File: src/rtl/battleship_turn_ctrl.sv
// Two-player battleship turn sequencer: cursor, place/fire strobes, hand-off blanking,
// and shadow ship/shot maps used to reject repeats, count hits and pick the winner.
module battleship_turn_ctrl #(
    parameter int unsigned GRID_N       = 9,
    parameter int unsigned SHIPS        = 5,
    parameter int unsigned BLANK_CYCLES = 100_000_000
) (
    input  logic       clk,
    input  logic       reset,
    input  logic       btn_up_i,
    input  logic       btn_down_i,
    input  logic       btn_left_i,
    input  logic       btn_right_i,
    input  logic       btn_center_i,
    output logic [3:0] sel_row_o,
    output logic [3:0] sel_col_o,
    output logic       place_pulse_o,
    output logic       fire_pulse_o,
    output logic       placing_phase_o,
    output logic       active_player_o,
    output logic       player_view_o,
    output logic       show_blank_o,
    output logic       game_over_o,
    output logic       winner_o
);

    localparam int unsigned Cells  = GRID_N * GRID_N;
    localparam int unsigned CellW  = $clog2(Cells);
    localparam int unsigned CntW   = $clog2(SHIPS + 1);
    localparam int unsigned BlankW = $clog2(BLANK_CYCLES + 1);

    localparam logic [3:0]        MaxIdx    = 4'(GRID_N - 1);
    localparam logic [CntW-1:0]   ShipsC    = CntW'(SHIPS);
    localparam logic [BlankW-1:0] BlankLast = BlankW'(BLANK_CYCLES - 1);

    typedef enum logic [2:0] {
        StPlace,
        StActPlace,
        StFire,
        StActFire,
        StHandoff,
        StOver
    } state_t;

    state_t state_q, target_q;

    logic [3:0]        sel_row_q, sel_col_q;
    logic [3:0]        row_d, col_d;
    logic              place_pulse_q, fire_pulse_q;
    logic              placing_phase_q, active_player_q, player_view_q;
    logic              show_blank_q, game_over_q, winner_q;
    logic [BlankW-1:0] blank_cnt_q;

    logic [Cells-1:0]  ship_q [2];
    logic [Cells-1:0]  shot_q [2];
    logic [CntW-1:0]   place_cnt_q [2];
    logic [CntW-1:0]   hits_q [2];

    // Button vectors are ordered {center, right, left, down, up}.
    logic [4:0]        btn, btn_q, btn_rise;
    logic [CellW-1:0]  cell_idx;
    logic              own_ship, own_shot, opp_ship;

    assign btn      = {btn_center_i, btn_right_i, btn_left_i, btn_down_i, btn_up_i};
    assign btn_rise = btn & ~btn_q;
    assign cell_idx = CellW'(sel_row_q) * CellW'(GRID_N) + CellW'(sel_col_q);
    assign own_ship = ship_q[active_player_q][cell_idx];
    assign own_shot = shot_q[active_player_q][cell_idx];
    assign opp_ship = ship_q[~active_player_q][cell_idx];

    // Opposing arrows in the same cycle cancel; edges wrap 0 <-> GRID_N-1.
    always_comb begin
        row_d = sel_row_q;
        col_d = sel_col_q;
        if (btn_rise[0] && !btn_rise[1]) begin
            row_d = (sel_row_q == 4'd0) ? MaxIdx : sel_row_q - 4'd1;
        end else if (btn_rise[1] && !btn_rise[0]) begin
            row_d = (sel_row_q == MaxIdx) ? 4'd0 : sel_row_q + 4'd1;
        end
        if (btn_rise[2] && !btn_rise[3]) begin
            col_d = (sel_col_q == 4'd0) ? MaxIdx : sel_col_q - 4'd1;
        end else if (btn_rise[3] && !btn_rise[2]) begin
            col_d = (sel_col_q == MaxIdx) ? 4'd0 : sel_col_q + 4'd1;
        end
    end

    always_ff @(posedge clk) begin
        btn_q <= btn;
        if (reset) begin
            state_q         <= StPlace;
            target_q        <= StPlace;
            sel_row_q       <= 4'd0;
            sel_col_q       <= 4'd0;
            place_pulse_q   <= 1'b0;
            fire_pulse_q    <= 1'b0;
            placing_phase_q <= 1'b1;
            active_player_q <= 1'b0;
            player_view_q   <= 1'b0;
            show_blank_q    <= 1'b0;
            game_over_q     <= 1'b0;
            winner_q        <= 1'b0;
            blank_cnt_q     <= '0;
            for (int p = 0; p < 2; p++) begin
                ship_q[p]      <= '0;
                shot_q[p]      <= '0;
                place_cnt_q[p] <= '0;
                hits_q[p]      <= '0;
            end
        end else begin
            place_pulse_q <= 1'b0;
            fire_pulse_q  <= 1'b0;
            case (state_q)
                StPlace: begin
                    if (btn_rise[4]) begin
                        if (!own_ship) begin
                            ship_q[active_player_q][cell_idx] <= 1'b1;
                            place_cnt_q[active_player_q] <=
                                place_cnt_q[active_player_q] + CntW'(1);
                            place_pulse_q <= 1'b1;
                            state_q       <= StActPlace;
                        end
                    end else begin
                        sel_row_q <= row_d;
                        sel_col_q <= col_d;
                    end
                end
                StActPlace: begin
                    if (place_cnt_q[active_player_q] < ShipsC) begin
                        state_q <= StPlace;
                    end else begin
                        active_player_q <= ~active_player_q;
                        target_q        <= active_player_q ? StFire : StPlace;
                        // Still placing only when P1 just finished.
                        placing_phase_q <= ~active_player_q;
                        // Either P2 places on its own grid or P1 aims at P2's grid.
                        player_view_q   <= 1'b1;
                        show_blank_q    <= 1'b1;
                        blank_cnt_q     <= BlankLast;
                        sel_row_q       <= 4'd0;
                        sel_col_q       <= 4'd0;
                        state_q         <= StHandoff;
                    end
                end
                StFire: begin
                    if (btn_rise[4]) begin
                        if (!own_shot) begin
                            shot_q[active_player_q][cell_idx] <= 1'b1;
                            if (opp_ship) begin
                                hits_q[active_player_q] <= hits_q[active_player_q] + CntW'(1);
                            end
                            fire_pulse_q <= 1'b1;
                            state_q      <= StActFire;
                        end
                    end else begin
                        sel_row_q <= row_d;
                        sel_col_q <= col_d;
                    end
                end
                StActFire: begin
                    if (hits_q[active_player_q] == ShipsC) begin
                        winner_q      <= active_player_q;
                        game_over_q   <= 1'b1;
                        player_view_q <= ~active_player_q;
                        state_q       <= StOver;
                    end else begin
                        active_player_q <= ~active_player_q;
                        // Next shooter aims at the board of the player who just fired.
                        player_view_q   <= active_player_q;
                        target_q        <= StFire;
                        show_blank_q    <= 1'b1;
                        blank_cnt_q     <= BlankLast;
                        sel_row_q       <= 4'd0;
                        sel_col_q       <= 4'd0;
                        state_q         <= StHandoff;
                    end
                end
                StHandoff: begin
                    if (blank_cnt_q == '0) begin
                        show_blank_q <= 1'b0;
                        state_q      <= target_q;
                    end else begin
                        blank_cnt_q <= blank_cnt_q - BlankW'(1);
                    end
                end
                StOver: begin
                end
                default: state_q <= StPlace;
            endcase
        end
    end

    assign sel_row_o       = sel_row_q;
    assign sel_col_o       = sel_col_q;
    assign place_pulse_o   = place_pulse_q;
    assign fire_pulse_o    = fire_pulse_q;
    assign placing_phase_o = placing_phase_q;
    assign active_player_o = active_player_q;
    assign player_view_o   = player_view_q;
    assign show_blank_o    = show_blank_q;
    assign game_over_o     = game_over_q;
    assign winner_o        = winner_q;

endmodule

File: config.mk
export PLATFORM = sky130hd
export DESIGN_NAME = battleship_turn_ctrl
export DESIGN_NICKNAME = d
export VERILOG_FILES = /design/src/rtl/battleship_turn_ctrl.sv
export SDC_FILE = /design/constraint.sdc
export NUM_CORES = 1
export LEC_CHECK = 0
export CORE_ASPECT_RATIO = 1.75
export CORE_MARGIN = 2
export CORE_UTILIZATION = 44
export CTS_BUF_LIST = sky130_fd_sc_hd__clkbuf_16
export CTS_CLUSTER_DIAMETER = 150
export CTS_CLUSTER_SIZE = 10
export DETAILED_ROUTE_END_ITERATION = 10
export HOLD_SLACK_MARGIN = 0.03
export PLACE_DENSITY_LB_ADDON = 0.08
export SETUP_SLACK_MARGIN = 0.2
export SLEW_MARGIN = 20
export SYNTH_ARGS = -nofsm -noshare
export SYNTH_HDL_FRONTEND = slang
export SYNTH_SLANG_ARGS = --single-unit
File: constraint.sdc
create_clock -name clk -period 9.32 [get_ports clk]
set_input_delay 1.398 -clock clk [delete_from_list [all_inputs] [get_ports clk]]
set_output_delay 1.398 -clock clk [all_outputs]
set_load 0.005 [all_outputs]
==> summary.md, run 1 <==
| Metric | Value |
|---|---|
| Result of the run | `finished clean` |
| Ratio of total power to cell area | `189 mW/mm²` |
| Starting Density | `44.3%` |
| Sum of negative setup slack | `0 ns` |
| Antenna-violating nets left | `0` |
| Launching instance or port of the critical path | `sel_row_o[1]` |
| DP HPWL | `39.2 mm` |
| Post-cts hold buffer count | `0` |
| Required time worst endpoint | `9.59 ns` |
| Post-Syn Nets | `1754` |
| CP arrival | `5.80 ns` |
| Vias in the first global route | `14.2k` |
| Ys async rst share | `0%` |
| Skew-Pair Late Insertion Delay | `0.56 ns` |
| H-tree Lvls | `2` |
| Number of setup buffers added after CTS | `0` |
| Via-per-instance ratio | `6.43` |
| Int Pwr | `0.00269 W` |
| Number of enable-type register cells in the synthesized netlist | `12` |
| Crit path time final | `5.53 ns` |
| Warnings from Yosys | `0` |
| Part of the total power dissipated in the clock network | `40.2%` |
| Synthesis-to-layout area growth | `8.24%` |
| DR pass1 iterations | `5` |
| Synth top cells by count | `dfxtp_1, o2bb2ai_1, inv_1, clkbuf_1, nand2_1` |
| Unrepaired setup endpoints after global routing | `false` |
| Number of placement rows | `99` |
| Register share of total power | `45.5%` |
| Total Die Area | `0.0435 mm²` |
| Top flip-flop cell by instance count after synthesis | `dfxtp_1` |
| Instance count of the mapped netlist | `1727` |
| Proportion of layout cells with a drive suffix above 1 | `13.7%` |
| Starting DRC count in detailed routing | `1097` |
| Avg Cell Area, Syn | `10.6 µm²` |
| TritonCTS clock tree | `done` |
| Kind of capture point of the worst setup path | `register` |
| Critical path class | `reg -> reg` |
| Setup-violating endpoint count in the final report | `0` |
| Global placement routability congestion | `0.951` |
| Hold violation total from the final report | `0` |
| Cell with the most instances after synthesis | `dfxtp_1` |
| Number of buffers added on ports | `22` |
| Leftover overflow at the end of global routing | `0` |
| Number of synthesized register bits | `389` |
| Placed Instance Area | `0.0187 mm²` |
| Root Buffer | `clkbuf_16` |
| Worst path max stage delay | `0.84 ns` |
| Clk_skew | `0.0173 ns` |
| Ranking of synthesized cells by area | `dfxtp_1, o2bb2ai_1, mux4_2` |
| Hold wc startpoint | `game_over_o` |
| Overall routing resource usage | `27.2%` |
| Clock buffers created by TritonCTS | `44` |
| Routed length per instance | `26.5 µm` |
| Highest ir drop seen on vdd | `0.118 mV` |
| Number of buffers on the longest clock path | `3` |
| Chip width | `159 µm` |
| CP Launch Type | `register` |
| Reg-to-Reg Start | `sel_row_o[1]` |
| Switching power total | `0.00107 W` |
| Core utilization of the finished layout | `47.9%` |
| Residual DRC | `0` |
| Fmax | `0.181 GHz` |
| Final Total Pwr | `0.00375 W` |
| Inserted Diodes | `0` |
| Number of placed instances with taps included | `2176` |
| Proportion of synthesized chip area in sequential cells | `43.0%` |
| Actual transition at the worst max-transition pin | `1.24 ns` |
| Area share of the leading cell type in the synthesized netlist | `41.1%` |
| Clock-pin slew of the registers on the worst-case setup and hold paths | `0.06 ns` |
| Final period utilization | `59.3%` |
| Non-filler cells, final | `2228` |
| Fraction of power spent switching nets | `28.4%` |
| Final net count | `1694` |
| Design area | `0.0199 mm²` |
| Cts repair resizes | `0` |
| Worst hold-check path type | `reg -> reg` |
| Max Transition Viols Final | `0` |
| Antenna violations before repair | `0` |
| Count of different cell masters after synthesis | `83` |
| First-pass GRT wire length | `89.3 mm` |
| Routed Wire Length | `59.1 mm` |
| Master of the slowest instance on the critical path | `a2111oi_0` |
| Cell taking the most area after synthesis | `dfxtp_1` |
| Summed instance area of the synthesized netlist | `0.0184 mm²` |
| Total via count in the routed design | `14.3k` |
| Critical-path cell list | `ha_1, ha_1, fa_1, buf_4, or3_1, buf_4, o22ai_1, a2111oi_0, a22oi_1, a32o_1, or3_1, nor4b_1, or2_2` |
| Max Cap Viol | `0` |
| Comb pwr share | `14.3%` |
| Highest net fanout along the worst path | `32` |
| Number of sinks handled by clock tree synthesis | `389` |
| Worst-case headroom to the max-slew limit | `16.8%` |
| Cell leakage power | `6.24 nW` |
| Std-Cell Core Area | `0.0415 mm²` |
| Die height | `274 µm` |
| Maximum number of pins on one net before global-route repair | `153` |
| # IOs | `23` |
cell type report:
| class | count | area (µm²) |
|---|---|---|
| Fill cell | 3906 | 21600 |
| Multi-Input combinational cell | 1086 | 9330 |
| Sequential cell | 389 | 7920 |
| Clock buffer | 44 | 1100 |
| Tap cell | 555 | 694 |
| Timing Repair Buffer | 49 | 437 |
| Inverter | 97 | 372 |
| Clock inverter | 8 | 47.5 |
power groups by stage:
stage | Combinational [W] | Clock (W) | Sequential (W)
2_1_floorplan | 0.000379 | 0 | 0.00173
3_3_place_gp | 0.000524 | 0 | 0.00174
3_5_place_dp | 0.000529 | 0 | 0.00174
4_1_cts | 0.000530 | 0.00154 | 0.00171
5_1_grt | 0.000567 | 0.00160 | 0.00171
6_report | 0.000537 | 0.00151 | 0.00171
cell usage in the layout (no fill, tap or decap), drive strengths merged, types with 13 or more instances in the layout:
master / instances
nor4: 14
clkdlybuf4s50: 21
o21ai: 22
inv: 103
dfxtp: 377
a211oi: 13
ha: 19
clkbuf: 44
or3: 13
o32ai: 69
nor2: 71
nand3: 61
nor3: 30
mux2i: 60
o22ai: 42
o2bb2ai: 248
a21oi: 45
buf: 28
xnor2: 18
nand2: 96
mux2: 30
mux4: 81
critical path: cells and delay by family (launching register included):
kind / cells / cell delay (ns)
buf+inv: 2 / 0.66
compound gates: 4 / 1.49
flops: 1 / 0.48
fa+ha+maj: 3 / 1.01
simple gates: 4 / 1.58
sequential cells by signal, summed over array words and instances (netlist names), named ones only:
register and cells:
state_q 3, winner_o 1, player_view_o 1, show_blank_o 1, game_over_o 1, sel_col_o 4
btn_q 5, blank_cnt_q 27, place_pulse_o 1, hits_q 6, fire_pulse_o 1, active_player_o 1
place_cnt_q 6, target_q 1, shot_q 162, placing_phase_o 1, ship_q 162, sel_row_o 4
cells by family after synthesis:
kind of cell / Yosys count / synth area share [%]
xor+xnor: 30 / 1.43
compound gates: 514 / 23.0
fa+ha+maj: 20 / 1.40
flops: 389 / 43.0
mux: 171 / 15.2
simple gates: 351 / 9.62
buf+inv: 252 / 6.41
worst paths after layout:
| path | endpoint | slack (ns) | cells past startpoint |
|---|---|---|---|
| setup / recovery | hits_q[0][0] | 3.79 | 13 |
| hold / removal | game_over_o | 0.44 | 2 |
| setup reg to reg | hits_q[0][0] | 3.79 | 13 |
| hold reg to reg | game_over_o | 0.44 | 2 |
routing by layer:
| metal | up-vias | track usage [%] | part of all wire (%) |
|---|---|---|---|
| li1 | 6497 | - | - |
| met1 | 7136 | 31.8 | 38 |
| met2 | 516 | 46.8 | 50 |
| met3 | 172 | 2.92 | 4.3 |
| met4 | 0 | 17.6 | 7.4 |
| met5 | - | 0 | 0 |
through the flow:
step           hold WS [ns]  setup slack, ns
3_5_place_dp          0.443             3.95
6_report              0.445             3.79
2_1_floorplan         0.424             5.04
4_1_cts               0.450             3.96
5_1_grt               0.470             3.53
3_3_place_gp          0.436             4.10
No activity file was read; power rests on OpenSTA's default activity.
==> run 2, diff against run 1 <==
==> constraint.sdc (replaced) <==
create_clock -name clk -period 5.7 [get_ports clk]
set_input_delay 0.855 -clock clk [delete_from_list [all_inputs] [get_ports clk]]
set_output_delay 0.855 -clock clk [all_outputs]
set_load 0.005 [all_outputs]
==> run 2 against run 1 <==
Compared with the run above: routed wire length shrank 0.37%; fmax grew 6.7%; global-route usage shrank 0.11 points; first-iteration DRC count grew 5.5%; cell area grew 1.1%; highest routed layer unchanged.
==> summary.md, run 2 (synthesis results as in run 1) <==
| Metric | Value |
|---|---|
| Required time worst endpoint | `5.96 ns` |
| Min Hold Slack | `0.448 ns` |
| Highest ir drop seen on vdd | `0.199 mV` |
| Critical-path cell list | `ha_1, ha_1, fa_1, buf_4, and2_1, a2111oi_0, a22oi_1, a32o_1, or3_1, nor4b_1, or2_2` |
| Final period utilization | `90.9%` |
| Routed length per instance | `26.1 µm` |
| Actual transition at the worst max-transition pin | `1.01 ns` |
| Part of the total power dissipated in the clock network | `40.4%` |
| Total via count in the routed design | `14.4k` |
| Buffering stage count on the worst path with inverters included | `1` |
| Number of placement rows | `99` |
| Largest registers | `ship_q: 162 flops, shot_q: 162 flops, blank_cnt_q: 27 flops` |
| Result of the run | `finished clean` |
| Clk_skew | `0.0207 ns` |
| Sum of negative setup slack | `0 ns` |
| Residual DRC | `0` |
| Maximum number of pins on one net before global-route repair | `141` |
| Unrepaired setup endpoints after global routing | `false` |
| # IOs | `23` |
| Proportion of layout cells with a drive suffix above 1 | `14.9%` |
| DR pass1 iterations | `5` |
| Comb pwr share | `14.6%` |
| Clock-pin slew of the registers on the worst-case setup and hold paths | `0.06 ns` |
| Highest net fanout along the worst path | `14` |
| Delay-heaviest family, CP | `simple AND/OR/NAND/NOR gates` |
| Number of sinks handled by clock tree synthesis | `389` |
| Setup-violating endpoint count in the final report | `0` |
| Skew-Pair Late Insertion Delay | `0.55 ns` |
| Starting DRC count in detailed routing | `1157` |
| Die height | `274 µm` |
| Kind of capture point of the worst setup path | `register` |
| Max Transition Viols Final | `0` |
| Synthesis-to-layout area growth | `9.44%` |
| Chip width | `159 µm` |
| Routed Wire Length | `58.8 mm` |
| DP HPWL | `40.1 mm` |
| Starting Density | `44.3%` |
| H-tree Lvls | `2` |
| Cell leakage power | `6.38 nW` |
| Inserted Diodes | `0` |
| Critical path class | `reg -> reg` |
| Worst path max stage delay | `0.90 ns` |
| Cts repair resizes | `0` |
| Ratio of total power to cell area | `308 mW/mm²` |
| Crit path time final | `5.18 ns` |
| CP arrival | `5.44 ns` |
| First-pass GRT wire length | `89.2 mm` |
| Antenna-violating nets left | `0` |
| Clock buffers created by TritonCTS | `44` |
| Final net count | `1715` |
| Via-per-instance ratio | `6.38` |
| Number of buffers on the longest clock path | `3` |
| Number of buffers added on ports | `22` |
| Number of setup buffers added after CTS | `0` |
| Cell type with the highest occurrence count on the critical path | `ha_1` |
| Switching power total | `0.00173 W` |
| Fmax | `0.193 GHz` |
| Post-cts hold buffer count | `0` |
| Antenna violations before repair | `0` |
| Filler instances | `3863` |
| Register share of total power | `45.0%` |
| Overall routing resource usage | `27.1%` |
| Max Cap Viol | `0` |
| Std-Cell Core Area | `0.0415 mm²` |
| Master of the slowest instance on the critical path | `a2111oi_0` |
| Worst-case headroom to the max-slew limit | `31.0%` |
| Root Buffer | `clkbuf_16` |
| Highest-count cells in the layout ignoring fill and taps | `dfxtp_1, o2bb2ai_1, inv_1` |
| Global placement routability congestion | `0.945` |
| Vias in the first global route | `14.3k` |
| Total Die Area | `0.0435 mm²` |
| Leftover overflow at the end of global routing | `0` |
| Fraction of power spent switching nets | `28.0%` |
| Hold violation total from the final report | `0` |
| TritonCTS clock tree | `done` |
| Int Pwr | `0.00447 W` |
| Reg2reg setup slack | `0.52 ns` |
| Most common cell after layout, fill and taps aside | `dfxtp_1` |
| CP Launch Type | `register` |
| Worst hold-check path type | `reg -> reg` |
-- run 2: area by class of cell --
cell class,count,area [µm²],area share [%]
inverters,97,372,1.85
multi-input cells,1086,9330,46.4
clock inverters,7,38.8,0.193
flip-flops and latches,389,7920,39.3
clock buffers,46,1150,5.72
well taps,555,694,3.45
repair buffers,70,616,3.06
-- run 2: through the flow --
stage | setup WS [ns] | utilization [%] | instances | instance area, µm² | power [W]
2_1_floorplan | 1.42 | - | 1727 | 18400 | 0.00346
4_1_cts | 0.365 | 48.5 | 2250 | 20100 | 0.00625
6_report | 0.516 | 48.5 | 2250 | 20100 | 0.00620
3_5_place_dp | 0.401 | 45.6 | 2197 | 18900 | 0.00375
5_1_grt | 0.247 | 48.5 | 2250 | 20100 | 0.00640
3_3_place_gp | 0.452 | 45.6 | 2197 | 18900 | 0.00374
-- run 2: worst paths after layout --
check | start | endpoint | cells after the start
setup / recovery | sel_row_o[1] | hits_q[0][0] | 11
hold / removal | game_over_o | game_over_o | 2
setup reg to reg | sel_row_o[1] | hits_q[0][0] | 11
hold reg to reg | game_over_o | game_over_o | 2
-- run 2: worst reg2reg max path: cells and delay by family (launching register included) --
family                     cells  cell delay (ns)
buffers and inverters          1             0.28
adders and majority gates      3             1.16
AOI/OAI and AO/OA              3             1.46
DFF                            1             0.51
and+or+nand+nor                4             1.50
-- run 2: per-layer routing --
layer / vias to the layer above / part of all wire (%) / track usage, %
met3: 189 / 4.6 / 3.49
li1: 6558 / - / -
met1: 7123 / 38 / 31.0
met2: 493 / 50 / 46.3
met5: - / 0 / 0
met4: 0 / 8.1 / 18.9
-- run 2: power groups by stage --
| stage | Clock (W) | Sequential [W] | Combinational (W) |
|---|---|---|---|
| 2_1_floorplan | 0 | 0.00284 | 0.000620 |
| 3_3_place_gp | 0 | 0.00285 | 0.000892 |
| 3_5_place_dp | 0 | 0.00285 | 0.000896 |
| 4_1_cts | 0.00256 | 0.00279 | 0.000899 |
| 5_1_grt | 0.00265 | 0.00279 | 0.000956 |
| 6_report | 0.00250 | 0.00279 | 0.000908 |
==> run 3, diff against run 2 <==
--- a/config.mk
+++ b/config.mk
@@ -5,9 +5,10 @@
 export SDC_FILE = /design/constraint.sdc
 export NUM_CORES = 1
 export LEC_CHECK = 0
+export CAP_MARGIN = 20
 export CORE_ASPECT_RATIO = 1.75
 export CORE_MARGIN = 2
-export CORE_UTILIZATION = 44
+export CORE_UTILIZATION = 60
 export CTS_BUF_LIST = sky130_fd_sc_hd__clkbuf_16
 export CTS_CLUSTER_DIAMETER = 150
 export CTS_CLUSTER_SIZE = 10
==> constraint.sdc (replaced) <==
create_clock -name clk -period 5.7 [get_ports clk]
set_input_delay 1.14 -clock clk [delete_from_list [all_inputs] [get_ports clk]]
set_output_delay 1.14 -clock clk [all_outputs]
set_load 0.005 [all_outputs]
==> run 3 against run 2 <==
Compared with the run above: clock power barely moved; non-clock buffer count rose by 3; largest power group unchanged; count of clock-buffer cells in the layout decreased by 1; critical endpoint is now shot_q[1][33].
==> summary.md, run 3 (synthesis results as in run 1) <==
| Metric | Value |
|---|---|
| H-tree Lvls | `2` |
| Die height | `236 µm` |
| CP arrival | `5.85 ns` |
| Overall routing resource usage | `34.9%` |
| Unrepaired setup endpoints after global routing | `false` |
| Result of the run | `finished clean` |
| Highest net fanout along the worst path | `34` |
| Starting Density | `61.2%` |
| Residual DRC | `0` |
| Cell leakage power | `6.38 nW` |
| Inserted Diodes | `0` |
| Fmax | `0.186 GHz` |
| Global placement routability congestion | `1.03` |
| Ratio of total power to cell area | `309 mW/mm²` |
| Routed length per instance | `26.7 µm` |
| Worst path max stage delay | `0.91 ns` |
| Proportion of layout cells with a drive suffix above 1 | `15.0%` |
| Number of setup buffers added after CTS | `0` |
| Number of sinks handled by clock tree synthesis | `389` |
| Number of placed instances with taps included | `2032` |
| Final Total Pwr | `0.00616 W` |
| Clock buffers created by TritonCTS | `44` |
| Kind of capture point of the worst setup path | `register` |
| First-pass GRT wire length | `86.2 mm` |
| Highest-count cells in the layout ignoring fill and taps | `dfxtp_1, o2bb2ai_1, inv_1` |
| Hold violation total from the final report | `0` |
| Total via count in the routed design | `14.6k` |
| Final period utilization | `94.2%` |
| Number of buffers on the longest clock path | `3` |
| Reg2reg setup slack | `0.33 ns` |
| Total Die Area | `0.0321 mm²` |
| Number of placement rows | `84` |
| Highest ir drop seen on vdd | `0.249 mV` |
| TritonCTS clock tree | `done` |
| Actual transition at the worst max-transition pin | `1.16 ns` |
| Root Buffer | `clkbuf_16` |
| DP HPWL | `37.9 mm` |
| Starting DRC count in detailed routing | `1118` |
| DR pass1 iterations | `6` |
| Antenna-violating nets left | `0` |
| Synthesis-to-layout area growth | `8.28%` |
| Max Cap Viol | `0` |
| Vias in the first global route | `14.5k` |
| Worst hold-check path type | `reg -> reg` |
| Critical path class | `reg -> reg` |
| Via-per-instance ratio | `6.99` |
| Maximum number of pins on one net before global-route repair | `143` |
| Skew-Pair Late Insertion Delay | `0.57 ns` |
| Required time worst endpoint | `6.18 ns` |
| CP Launch Type | `register` |
| Most common cell after layout, fill and taps aside | `dfxtp_1` |
| Largest registers | `ship_q: 162 flops, shot_q: 162 flops, blank_cnt_q: 27 flops` |
| Leftover overflow at the end of global routing | `0` |
| Sum of negative setup slack | `0 ns` |
| Setup-violating endpoint count in the final report | `0` |
| Chip width | `136 µm` |
| Number of buffers added on ports | `22` |
| Filler instances | `2392` |
| Final net count | `1718` |
| Antenna violations before repair | `0` |
| Min Hold Slack | `0.447 ns` |
| Clock-pin slew of the registers on the worst-case setup and hold paths | `0.06 ns` |
| Std-Cell Core Area | `0.0301 mm²` |
| # IOs | `23` |
| Cell type with the highest occurrence count on the critical path | `ha_1` |
| Routed Wire Length | `55.6 mm` |
| Non-filler cells, final | `2085` |
| Crit path time final | `5.37 ns` |
| Master of the slowest instance on the critical path | `fa_1` |
| Clk_skew | `0.0226 ns` |
| Worst-case headroom to the max-slew limit | `22.2%` |
| Critical-path cell list | `ha_1, ha_1, fa_1, nand3b_1, o22ai_1, a2111oi_0, a22oi_1, a32o_1, nor4_4, nand2_4, o2bb2ai_1` |
| Max Transition Viols Final | `0` |
## run 3: power breakdown
part	switching [W]	total [W]	internal, W
Sequential	0.0000317	0.00279	0.00276
Combinational	0.000602	0.000901	0.000299
Clock	0.00107	0.00247	0.00139
Total	0.00171	0.00616	0.00445
## run 3: worst max-delay path: cells and delay by family (launching register included)
kind            cells  cell delay (ns)
flops               1             0.51
simple gates        3             1.61
compound gates      5             1.70
fa+ha+maj           3             1.45
## run 3: path summary, 6_finish.rpt
path                                       to  depth (start not counted)         start
worst min register to register    game_over_o                          2   game_over_o
worst min-delay path              game_over_o                          2   game_over_o
worst max-delay path            shot_q[1][33]                         11  sel_row_o[1]
worst max register to register  shot_q[1][33]                         11  sel_row_o[1]
## run 3: cell type report
class	instances	area, µm²	area share [%]
clock buffer	45	1130	5.66
timing repair buffer	73	623	3.13
tap	387	484	2.43
multi-input combinational	1086	9340	46.9
inverter	97	372	1.87
sequential	389	7920	39.8
clock inverter	8	46.3	0.233
## run 3: metal layers
layer,routed length [µm],track usage [%]
met4,4900,25.6
met3,3250,5.36
met1,20500,40.4
met5,0,0
met2,27000,57.7
## run 3: metrics by stage
step                area, µm²  utilization (%)  setup slack [ns]
detailed placement      18700             62.3             0.382
global placement        18700             62.3             0.503
global route            19900             66.2             0.238
floorplan               18400                -              1.42
CTS                     19900             66.2             0.353
finish                  19900             66.2             0.332
## run 3: what timing repair did
| item | CTS | global route |
|---|---|---|
| endpoints found under the setup margin | 0 | 3 |
| hold buffers | 0 | 0 |
| resized for setup | 0 | 1 |
